`config.mk`:
```
export PLATFORM = sky130hd
export DESIGN_NAME = wb_stage
export DESIGN_NICKNAME = d
export VERILOG_FILES = /design/src/rtl/wb_stage_pkg.sv /design/src/rtl/wb_stage_load_align.sv /design/src/rtl/wb_stage.sv
export SDC_FILE = /design/constraint.sdc
export NUM_CORES = 1
export LEC_CHECK = 0
export CORE_MARGIN = 5
export CORE_UTILIZATION = 47
export DETAILED_ROUTE_END_ITERATION = 8
export PLACE_DENSITY = 0.92
export SLEW_MARGIN = 40
export SYNTH_ARGS = -nofsm -noshare
export SYNTH_HDL_FRONTEND = slang
export SYNTH_SLANG_ARGS = --single-unit
```
`constraint.sdc`:
```
create_clock -name clk -period 2.1 [get_ports clk]
set_clock_uncertainty 0.15 [all_clocks]
set_input_delay 0.315 -clock clk [delete_from_list [all_inputs] [get_ports clk]]
set_output_delay 0.315 -clock clk [all_outputs]
set_load 0.01 [all_outputs]
```
`src/rtl/wb_stage_pkg.sv`:
```
// Shared encodings and types for the write-back stage.
package wb_stage_pkg;

  localparam logic [2:0] WB_ALU = 3'b000;
  localparam logic [2:0] WB_MEM = 3'b001;
  localparam logic [2:0] WB_PC4 = 3'b010;
  localparam logic [2:0] WB_IMM = 3'b011;
  localparam logic [2:0] WB_PCT = 3'b100;

  localparam logic [2:0] F3_LB  = 3'b000;
  localparam logic [2:0] F3_LH  = 3'b001;
  localparam logic [2:0] F3_LW  = 3'b010;
  localparam logic [2:0] F3_LBU = 3'b100;
  localparam logic [2:0] F3_LHU = 3'b101;

  typedef logic [0:0] state_t;
  localparam state_t StRun    = 1'b0;
  localparam state_t StWaitLd = 1'b1;

  typedef struct packed {
    logic        valid;
    logic        reg_write;
    logic        mem_read;
    logic [2:0]  wb_sel;
    logic [2:0]  funct3;
    logic [4:0]  rd;
    logic [31:0] alu_result;
    logic [31:0] pc_plus4;
    logic [31:0] imm_ext;
    logic [31:0] pc_target;
  } memwb_t;

endpackage

```
`src/rtl/wb_stage_load_align.sv`:
```
// Extracts and extends the addressed byte/halfword of a loaded word.
module load_align
  import wb_stage_pkg::*;
(
  input  logic [31:0] data_i,
  input  logic [1:0]  offset_i,
  input  logic [2:0]  funct3_i,
  output logic [31:0] value_o
);

  logic [7:0]  byte_sel;
  logic [15:0] half_sel;

  always_comb begin
    case (offset_i)
      2'd0:    byte_sel = data_i[7:0];
      2'd1:    byte_sel = data_i[15:8];
      2'd2:    byte_sel = data_i[23:16];
      default: byte_sel = data_i[31:24];
    endcase
    // Halfwords are selected by offset[1] alone; misaligned bit 0 is dropped.
    half_sel = offset_i[1] ? data_i[31:16] : data_i[15:0];

    case (funct3_i)
      F3_LB:   value_o = {{24{byte_sel[7]}}, byte_sel};
      F3_LBU:  value_o = {24'h0, byte_sel};
      F3_LH:   value_o = {{16{half_sel[15]}}, half_sel};
      F3_LHU:  value_o = {16'h0, half_sel};
      default: value_o = data_i;
    endcase
  end

endmodule

```
`src/rtl/wb_stage.sv`:
```
// Write-back stage: MEM/WB register, load-wait FSM and result selection.
module wb_stage
  import wb_stage_pkg::*;
(
  input  logic        clk,
  input  logic        reset,
  input  logic        validM,
  input  logic        RegWriteM,
  input  logic        MemReadM,
  input  logic [2:0]  WriteBackM,
  input  logic [2:0]  funct3M,
  input  logic [4:0]  RdM,
  input  logic [31:0] ALUResultM,
  input  logic [31:0] PCPlus4M,
  input  logic [31:0] ImmExtM,
  input  logic [31:0] PCTargetM,
  input  logic [31:0] ReadDataM,
  input  logic        mem_rvalid,
  output logic        we3,
  output logic [4:0]  RdW,
  output logic [31:0] ResultW,
  output logic        stallW,
  output logic [7:0]  ld_wait_cnt
);

  memwb_t      memwb_q, memwb_d;
  state_t      state_q, state_d;
  logic [7:0]  cnt_q, cnt_d;
  logic        load_w;
  logic [31:0] load_value;

  assign load_w = memwb_q.valid && memwb_q.mem_read && (memwb_q.wb_sel == WB_MEM);
  assign stallW = load_w && !mem_rvalid;

  load_align u_load_align (
    .data_i   (ReadDataM),
    .offset_i (memwb_q.alu_result[1:0]),
    .funct3_i (memwb_q.funct3),
    .value_o  (load_value)
  );

  always_comb begin
    memwb_d = memwb_q;
    if (!stallW) begin
      memwb_d = '{valid:      validM,
                  reg_write:  RegWriteM,
                  mem_read:   MemReadM,
                  wb_sel:     WriteBackM,
                  funct3:     funct3M,
                  rd:         RdM,
                  alu_result: ALUResultM,
                  pc_plus4:   PCPlus4M,
                  imm_ext:    ImmExtM,
                  pc_target:  PCTargetM};
    end
  end

  always_comb begin
    state_d = state_q;
    case (state_q)
      StRun:    if (stallW) state_d = StWaitLd;
      default:  if (mem_rvalid) state_d = StRun;
    endcase
  end

  // Counts every stalled cycle of the current load, including the first one
  // spent in RUN, so the value seen alongside rvalid is the full wait length.
  always_comb begin
    cnt_d = '0;
    if (stallW) begin
      cnt_d = (cnt_q == 8'hFF) ? cnt_q : cnt_q + 8'd1;
    end
  end

  always_ff @(posedge clk) begin
    if (reset) begin
      memwb_q <= '0;
      state_q <= StRun;
      cnt_q   <= '0;
    end else begin
      memwb_q <= memwb_d;
      state_q <= state_d;
      cnt_q   <= cnt_d;
    end
  end

  always_comb begin
    case (memwb_q.wb_sel)
      WB_MEM:  ResultW = load_value;
      WB_PC4:  ResultW = memwb_q.pc_plus4;
      WB_IMM:  ResultW = memwb_q.imm_ext;
      WB_PCT:  ResultW = memwb_q.pc_target;
      default: ResultW = memwb_q.alu_result;
    endcase
  end

  assign we3 = memwb_q.valid && memwb_q.reg_write && (memwb_q.rd != 5'd0)
               && (!load_w || mem_rvalid);
  assign RdW         = memwb_q.rd;
  assign ld_wait_cnt = cnt_q;

endmodule

```
==> impl_metrics.ini, run 1 <==
[floorplanning]
core_area_sq_mm = 0.0150
die-width_microns = 133
initial_core_util_pct = 47.4
rows = 45
die_area_sq_mm = 0.0177
die_h_microns = 133
ios = 224

[sta]
min_period_ps = 2620
hold_slack_ps = 264
max-slew-margin-rel_pct = 54.8
post-route-period-util_pct = 125
drv_slew = 0
fmax_ghz = 0.382
setup_slack_ps = -517
worst_pin_slew_ps = 678
rsz0062_at_grt = true
report.final.setup_viol = 184
hold_viol = 0
fin_setup_tns_ps = -66840

[clock_network]
cts-buffers-inserted = 17
clk_path_buf_depth = 2
cts_tree = done
clock_latency_ps = 430
cts_root_buf = clkbuf_16
htree_levels = 4
cts.sinks = 150
clk_pin_slew_worst_paths_ps = 70

[yosys]
synth_compound_area_share_pct = 20.8
synthArstFlopShare_pct = 0
synth_mux_area_share_pct = 3.16
ys_types = 45
synth_top_area_share_pct = 42.2
synth_fp_nets = 1164
synth_edf_count = 0
synth_top_family_by_area = simple AND/OR/NAND/NOR gates
yosysWarningCount = 0
yosysSeqAreaShare_pct = 42.2
synth.cell_area_sq_mm = 0.00712
synth_common_cells = nand2_1 (341), a21oi_1 (156), dfxtp_1 (150), clkbuf_1 (53), o21ai_0 (41)
synthMostInstantiatedCell = nand2_1
synthAdderAreaFrac_pct = 0.176
avgSynthCellArea_sq_um = 7.22
yosysTopAreaCell = dfxtp_1
synthXorXnorAreaFrac_pct = 0.492
synth-simple-area-share_pct = 26.2
postSynthCellCount = 986
ys.flop_type = dfxtp_1
synth_area_leaders = dfxtp_1 (42%), nand2_1 (18%), a21oi_1 (11%), o21ai_0 (2.9%), clkbuf_1 (2.8%)
synth-seq-cells = 150

[setup_path]
reg2regPathDepth = 14
cp-startpoint = memwb_q[138]$_SDFFE_PP0N_
reg2reg_from = memwb_q[138]$_SDFFE_PP0N_
reg2reg_slack_ps = -520
start_kind = register
cp_data_required_time_ps = 2290
endpoint = memwb_q[8]$_SDFFE_PP0N_
worstPathArrival_ps = 2810
endpoint_kind = register
critPathKind = register to register
r2r-end = memwb_q[8]$_SDFFE_PP0N_
cp_max_fo = 7

[final_layout]
fin_area_sq_mm = 0.0133
syn_to_final_growth_pct = 86.4
nFillCells = 649
drive_gt1_share_pct = 38.0
utilization_pct = 88.3
layout.nets = 1461

[pwr]
vdd_drop_max_uv = 755
leakagePower_nw = 5.85
power_density_mw_per_mm2 = 592
power_mw = 7.86

[drt]
remaining_drc_errors = 0
dr.pass1.iters = 6
via_count = 9855
avgRoutedWirePerCell_microns = 27.4
totalWireLength_mm = 40.7
vias_per_cell = 6.63
first_iter_violations = 1448
antenna_left = 0

[grt]
antenna_found_initial = 3
grt_usage_pct = 38.7
grt_start_max_net_pins = 54
grt_pass1_wl_mm = 53.1
grt-ovfl-total = 0
grt_pass1_vias = 9207

[place]
postPlaceCellArea_sq_mm = 0.00980
dp_hpwl_mm = 18.7
gp_congestion = 0.968
io_buffers = 223

[worst_hold_path]
min_path_type = input pin to register
hold_depth = 2

[run_status]
violations = negative setup slack
status = finished, violations left

[run]
drv_cap = 0
-- through the flow --
stage / setup slack, ps / std cells
6_report: -517 / 1486
4_1_cts: -404 / 1474
5_1_grt: -553 / 1486
3_3_place_gp: -1130 / 1380
2_1_floorplan: 15.4 / 986
3_5_place_dp: -791 / 1380
-- report_power, final --
part	internal (mW)	leakage, nW	switching [mW]
sequential	3.00	1.25	0.162
clock	1.58	0.249	1.32
combinational	0.893	4.35	0.907
-- worst min-delay path by stage --
stage | startpoint | end | slack [ps]
3_3_place_gp | memwb_q[22]$_SDFFE_PP0N_ | memwb_q[22]$_SDFFE_PP0N_ | 280
2_1_floorplan | memwb_q[10]$_SDFFE_PP0N_ | memwb_q[10]$_SDFFE_PP0N_ | 280
5_1_grt | reset | memwb_q[23]$_SDFFE_PP0N_ | 270
3_5_place_dp | memwb_q[11]$_SDFFE_PP0N_ | memwb_q[11]$_SDFFE_PP0N_ | 290
4_1_cts | reset | memwb_q[17]$_SDFFE_PP0N_ | 230
6_report | reset | memwb_q[23]$_SDFFE_PP0N_ | 260
-- state kept, by name, summed over array words and instances, names as in the netlist --
name and cells:
RdW 5, ld_wait_cnt 8, memwb_q 137
-- cells in the final DEF (no fill, tap or decap), types with 20 or more instances in the layout --
cell             Yosys  layout
nand2_4              0      66
nor2_1              38      32
clkbuf_16            0      20
nand2_1            341     248
buf_16               0      23
clkdlybuf4s50_1      0     188
nand2_2              0      27
dfxtp_1            150     144
buf_6                8      31
buf_2               17      26
a21oi_2              0      90
buf_4                6      56
a21oi_1            156      58
-- repair_timing --
| item | in CTS | in global routing |
|---|---|---|
| setup endpoints to repair | 182 | 184 |
| pin swaps | 143 | 84 |
| resized for setup | 456 | 202 |
| endpoints found under the hold margin | 0 | 0 |
| setup buffers | 36 | 20 |
| hold buffers | 0 | 0 |
| cloned | 29 | 2 |
-- cell type report --
cell class	count	area, sq um	share of cell area [%]
Clock inverter	10	73.8	0.556
Sequential cell	150	3020	22.7
Inverter	20	81.3	0.613
Tap cell	188	235	1.77
Antenna cell	2	5.00	0.0377
Timing Repair Buffer	363	4150	31.2
Clock buffer	22	464	3.50
Multi-Input combinational cell	731	5250	39.5
-- kinds of logic after synthesis --
kind of cell             Yosys count
adder cells (fa/ha/maj)            1
multiplexers                      20
buffers and inverters            105
flip-flops                       150
AND/OR/NAND/NOR                  445
AO/OA/AOI/OAI                    261
XOR/XNOR                           4
-- critical path, stage by stage (launching register included) --
cell and delay [ps]:
dfxtp_2 360, buf_6 170, nor3b_4 230, buf_4 160, buf_6 100, nand4b_1 140
buf_4 190, inv_4 60, buf_6 100, buf_12 120, buf_12 140, buf_8 130
buf_16 150, nand2_4 50, a21oi_2 250
-- layer usage --
layer | up-vias | wire length [microns] | GRT usage [%]
li1 | 3958 | - | -
met1 | 4539 | 13500 | 44.4
met2 | 991 | 18100 | 62.5
met3 | 365 | 5020 | 12.2
met4 | 2 | 4040 | 24.0
met5 | - | 13 | 0
(Power assumes the default switching activity.)
==> run 2, diff against run 1 <==
--- a/config.mk
+++ b/config.mk
@@ -6,10 +6,12 @@
 export NUM_CORES = 1
 export LEC_CHECK = 0
 export CORE_MARGIN = 5
-export CORE_UTILIZATION = 47
+export CORE_UTILIZATION = 49
 export DETAILED_ROUTE_END_ITERATION = 8
-export PLACE_DENSITY = 0.92
+export PLACE_DENSITY = 0.93
+export REMOVE_ABC_BUFFERS = 1
 export SLEW_MARGIN = 40
 export SYNTH_ARGS = -nofsm -noshare
 export SYNTH_HDL_FRONTEND = slang
+export SYNTH_HIERARCHICAL = 1
 export SYNTH_SLANG_ARGS = --single-unit
==> run 2 against run 1 <==
Worst hold slack worse by 110 ps. The run still ends with negative setup slack left. Critical path depth is 3 lower. Power increased by 1.7%.
==> impl_metrics.ini, run 2 <==
[sta]
min_period_ps = 3080
hold_slack_ps = 149
fmax_ghz = 0.325
fin_setup_tns_ps = -27280
rsz0062_at_grt = true
report.final.setup_viol = 32
worst_pin_slew_ps = 783
max-slew-margin-rel_pct = 47.7
setup_slack_ps = -978
drv_slew = 0
hold_viol = 0
post-route-period-util_pct = 147

[setup_path]
crit_family = buffers and inverters
crit_slowest_cell = dfxtp_4
cp-startpoint = memwb_q[97]$_SDFFE_PP0N_
reg2regPathDepth = 6
cp_max_fo = 6
crit_chain = buf_8 > buf_6 > mux2i_1 > o31a_1 > buf_6 > buf_8 > o22ai_4 > mux2i_2 > nor2_1 > a221o_1 > buf_2
cp_data_required_time_ps = 1630
reg2reg_from = memwb_q[137]$_SDFFE_PP0N_
endpoint = ResultW[17]
r2r-end = memwb_q[26]$_SDFFE_PP0N_
cp.depth = 11
reg2reg_slack_ps = 30
cpPeakStageDelay_ps = 360
crit_buf_inv = 5
worstPathArrival_ps = 2610
critPathKind = register to output pin
endpoint_kind = output pin
start_kind = register

[floorplanning]
die-width_microns = 138
die_h_microns = 138
core_area_sq_mm = 0.0159
rows = 46
ios = 224
initial_core_util_pct = 50.0
die_area_sq_mm = 0.0189

[final_layout]
final_common_cell = clkdlybuf4s50_1
drive_gt1_share_pct = 22.9
final-seq-area_sq_mm = 0.00302
top_register = memwb_q
largest_reg_flops = 137
mostFrequentLayoutCells = clkdlybuf4s50_1 (188), a21oi_1 (157), dfxtp_1 (142), nand3_1 (140), o21ai_0 (139)
syn_to_final_growth_pct = 51.5
nFillCells = 1041
multi_input_area_sq_mm = 0.00474
layout.nets = 1420

[place]
dp_hpwl_mm = 19.1
gp_congestion = 0.927
io_buffers = 223

[clock_network]
ctsHoldBuffers = 0
htree_levels = 4
cts_root_buf = clkbuf_16
cts.sinks = 150
clk_path_buf_depth = 2
cts-buffers-inserted = 17
clock_latency_ps = 420
clk_pin_slew_worst_paths_ps = 70
cts_tree = done

[pwr]
switching_power_mw = 2.25
p_comb_share_pct = 23.6
vdd_drop_max_uv = 771
intPower_mw = 5.74
leakagePower_nw = 4.46
power_density_mw_per_mm2 = 662
p_clk_share_pct = 37.7
power_mw = 8.00
p_sw_share_pct = 28.2
seqPwrFrac_pct = 38.7

[drt]
dr.pass1.iters = 8
wl_met3_mm = 3.75
wl_met1_mm = 11.9
highest_layer = met5
remaining_drc_errors = 0
totalWireLength_mm = 34.0
antenna_left = 0
avgRoutedWirePerCell_microns = 23.0
via_count = 9647
first_iter_violations = 1267
vias_per_cell = 6.53
wl_met2_mm = 15.7

[grt]
grt_pass1_vias = 9116
grt_usage_pct = 31.4
grt_pass1_wl_mm = 46.5
antenna_found_initial = 4
grt_start_max_net_pins = 81
grt-ovfl-total = 0

[yosys]
synth.cell_area_sq_mm = 0.00797
synthArstFlopShare_pct = 0
yosysWarningCount = 6
synth-seq-cells = 150
synth_common_cells = a21oi_1 (159), dfxtp_1 (150), o21ai_0 (150), nand3_1 (140), clkbuf_1 (72)
synth_area_leaders = dfxtp_1 (38%), a21oi_1 (10%), o21ai_0 (9.4%), nand3_1 (8.8%), mux2i_1 (4.3%)
yosysTopAreaCell = dfxtp_1
postSynthCellCount = 986
ys_types = 51
synthMostInstantiatedCell = a21oi_1
avgSynthCellArea_sq_um = 8.08
ys.flop_type = dfxtp_1
synth_edf_count = 0
synth_top_area_share_pct = 37.7
yosysSeqAreaShare_pct = 37.7

[run_status]
status = finished, violations left
violations = negative setup slack

[worst_hold_path]
min_path_type = input pin to register

[run]
drv_cap = 0
==> run 2: cell count changes after synthesis, sizes merged, moves of 17 or more <==
cell and change:
nand2 -322, nand3 +137, o21ai +109, mux2i +25
a221o +22, a22o +21, clkbuf +18, buf +17
==> run 2: stage by stage <==
stage               setup WS (ps)  cell area (sq um)  std cells  utilization (%)
floorplan                   -9500               7400        866                -
global route                -1020              12100       1473             75.7
global placement            -1090              10900       1408             68.1
CTS                          -913              11700       1456             73.3
detailed placement          -1100              10900       1408             68.2
finish                       -978              12100       1477             75.7
==> run 2: cell families after synthesis <==
| family | after synthesis | synth area share (%) |
|---|---|---|
| AOI/OAI and AO/OA | 393 | 28.8 |
| and+or+nand+nor | 253 | 15.5 |
| DFF | 150 | 37.7 |
| buffers and inverters | 134 | 7.74 |
| muxes | 54 | 9.97 |
| xor gates and xnor gates | 1 | 0.110 |
| adders and majority gates | 1 | 0.157 |
==> run 2: worst min-delay path by stage <==
stage                                         from                        to  slack [ps]  depth (start not counted)
after floorplan                              reset       RdW[0]$_SDFFE_PP0N_         230                          1
after global placement    memwb_q[65]$_SDFFE_PP0N_  memwb_q[65]$_SDFFE_PP0N_         300                          2
after detailed placement  memwb_q[18]$_SDFFE_PP0N_  memwb_q[18]$_SDFFE_PP0N_         310                          2
after CTS                                    reset  memwb_q[26]$_SDFFE_PP0N_         110                          2
after global routing                         reset  memwb_q[91]$_SDFFE_PP0N_         140                          2
final                                        reset  memwb_q[90]$_SDFFE_PP0N_         150                          2
==> run 2: what timing repair did <==
item | in CTS | in global routing
gates resized for setup | 199 | 75
buffers inserted | 16 | 16
gates cloned | 1 | 2
setup endpoints to repair | 116 | 139
pin swaps | 16 | 36
==> run 2: area by class of cell <==
class	count	area share [%]
multi-input combinational	702	39.3
antenna	7	0.145
sequential	150	25.0
tap	216	2.24
clock inverter	12	1.08
clock buffer	19	3.67
inverter	14	0.435
timing repair buffer	357	28.2
==> run 2: worst register-to-register path, stage by stage (launching register included) <==
cell	delay (ps)
dfxtp_2	390
buf_8	270
nand4bb_4	230
buf_6	260
buf_16	250
o21ai_0	190
a21oi_1	250
==> run 2: routing by layer <==
| layer | vias up | GRT usage, % |
|---|---|---|
| met4 | 2 | 19.3 |
| met3 | 240 | 8.55 |
| met2 | 785 | 51.2 |
| met1 | 4452 | 36.6 |
| li1 | 4168 | - |
| met5 | - | 0 |
==> run 2: power by group through the flow <==
stage / Combinational, mW / Clock, mW / Sequential [mW]
final: 1.89 / 3.01 / 3.10
after global routing: 1.97 / 3.15 / 3.11
after CTS: 1.67 / 3.02 / 3.09
after detailed placement: 1.57 / 0 / 3.15
after global placement: 1.54 / 0 / 3.13
after floorplan: 0.624 / 0 / 3.15
==> run 3, diff against run 2 <==
--- a/config.mk
+++ b/config.mk
@@ -8,7 +8,9 @@
 export CORE_MARGIN = 5
 export CORE_UTILIZATION = 49
 export DETAILED_ROUTE_END_ITERATION = 8
+export MAX_ROUTING_LAYER = met4
 export PLACE_DENSITY = 0.93
+export RECOVER_POWER = 25
 export REMOVE_ABC_BUFFERS = 1
 export SLEW_MARGIN = 40
 export SYNTH_ARGS = -nofsm -noshare
==> run 3 against run 2 <==
The flow still finishes with violations (negative setup slack). Design area decreased by 1.9%. Die area unchanged. Clock power increased by 4%. Critical endpoint is now ResultW[19].
==> impl_metrics.ini, run 3 (synthesis gave the netlist of run 2 again) <==
[run_status]
status = finished, violations left
violations = negative setup slack

[grt]
grt_start_max_net_pins = 81
grt_usage_pct = 32.1
grt-ovfl-total = 0
antenna_found_initial = 2
grt_pass1_wl_mm = 46.2
grt_pass1_vias = 9070

[final_layout]
largest_reg_flops = 137
mostFrequentLayoutCells = clkdlybuf4s50_1 (185), a21oi_1 (158), dfxtp_1 (142), o21ai_0 (140), nand3_1 (140)
syn_to_final_growth_pct = 48.6
layout.nets = 1414
final_common_cell = clkdlybuf4s50_1
final-seq-area_sq_mm = 0.00302
utilization_pct = 74.3
nFillCells = 1078
top_register = memwb_q
drive_gt1_share_pct = 21.7
multi_input_area_sq_mm = 0.00464
fin_area_sq_mm = 0.0118

[setup_path]
endpoint_kind = output pin
cp_max_fo = 6
crit_slowest_cell = dfxtp_4
start_kind = register
critPathKind = register to output pin
cp_data_required_time_ps = 1630
critical_path.most_common_cell = buf_6
cpPeakStageDelay_ps = 400
crit_chain = mux2_4 > a22oi_4 > buf_6 > buf_6 > o22ai_2 > mux2i_1 > nor2_1 > a221o_1 > buf_2
worstPathArrival_ps = 2550

[floorplanning]
die_area_sq_mm = 0.0189
ios = 224
core_area_sq_mm = 0.0159
rows = 46
initial_core_util_pct = 50.0
die-width_microns = 138
die_h_microns = 138

[pwr]
power_mw = 8.01
power_density_mw_per_mm2 = 676
leakagePower_nw = 4.38
vdd_drop_max_uv = 588

[place]
dp_hpwl_mm = 19.6
postPlaceCellArea_sq_mm = 0.0109
gp_congestion = 0.942
io_buffers = 223

[drt]
avgRoutedWirePerCell_microns = 21.4
vias_per_cell = 6.40
remaining_drc_errors = 0
first_iter_violations = 1050
dr.pass1.iters = 5
via_count = 9395
totalWireLength_mm = 31.5
antenna_left = 0

[clock_network]
cts-buffers-inserted = 17
clock_latency_ps = 430
ctsHoldBuffers = 0
clk_path_buf_depth = 2
htree_levels = 4
cts_tree = done
clk_pin_slew_worst_paths_ps = 60
cts.sinks = 150
cts_root_buf = clkbuf_16

[sta]
setup_slack_ps = -919
min_period_ps = 3020
report.final.setup_viol = 46
post-route-period-util_pct = 144
rsz0062_at_grt = true
drv_slew = 0
hold_viol = 0
hold_slack_ps = 142
worst_pin_slew_ps = 730
max-slew-margin-rel_pct = 51.2
fmax_ghz = 0.331
fin_setup_tns_ps = -26420

[run]
drv_cap = 0

[worst_hold_path]
min_path_type = input pin to register
run 3: power breakdown:
part	total [mW]	internal, mW	switching (mW)
combinational	1.77	0.925	0.841
clock	3.14	1.91	1.23
sequential	3.10	3.00	0.0988
run 3: cell type report:
cell class / count / area share, %
tap: 216 / 2.28
clock buffer: 22 / 3.84
sequential: 150 / 25.5
timing repair buffer: 351 / 27.5
inverter: 14 / 0.444
clock inverter: 10 / 1.25
antenna: 4 / 0.0845
multi-input combinational: 702 / 39.2
run 3: final timing paths:
kind	start	end	slack (ps)	cells past startpoint
max	memwb_q[96]$_SDFFE_PP0N_	ResultW[19]	-920	9
min	reset	memwb_q[122]$_SDFFE_PP0N_	140	2
max reg2reg	memwb_q[137]$_SDFFE_PP0N_	memwb_q[42]$_SDFFE_PP0N_	-100	6
min reg2reg	memwb_q[47]$_SDFFE_PP0N_	memwb_q[47]$_SDFFE_PP0N_	310	2
run 3: worst max-delay path, delay by kind of cell (launching register included):
| family | cells | cell delay [ps] |
|---|---|---|
| compound gates | 3 | 680 |
| buf+inv | 3 | 480 |
| flops | 1 | 400 |
| mux | 2 | 500 |
| simple gates | 1 | 80 |
run 3: per-layer routing:
metal,routed length [microns],vias to the layer above,global-route usage [%]
met4,1810,0,16.6
met2,15100,691,51.8
met3,3200,172,7.63
li1,-,4150,-
met5,0,-,-
met1,11400,4382,37.2
run 3: stage by stage:
step / instances / setup slack (ps)
3_3_place_gp: 1407 / -1090
4_1_cts: 1455 / -860
5_1_grt: 1467 / -956
6_report: 1469 / -919
3_5_place_dp: 1407 / -1110
2_1_floorplan: 866 / -9500
run 3: what timing repair did:
item | in CTS | in global routing
setup buffers | 14 | 11
pin swaps | 23 | 30
setup endpoints to repair | 89 | 135
cloned | 2 | 3
gates resized for setup | 218 | 39
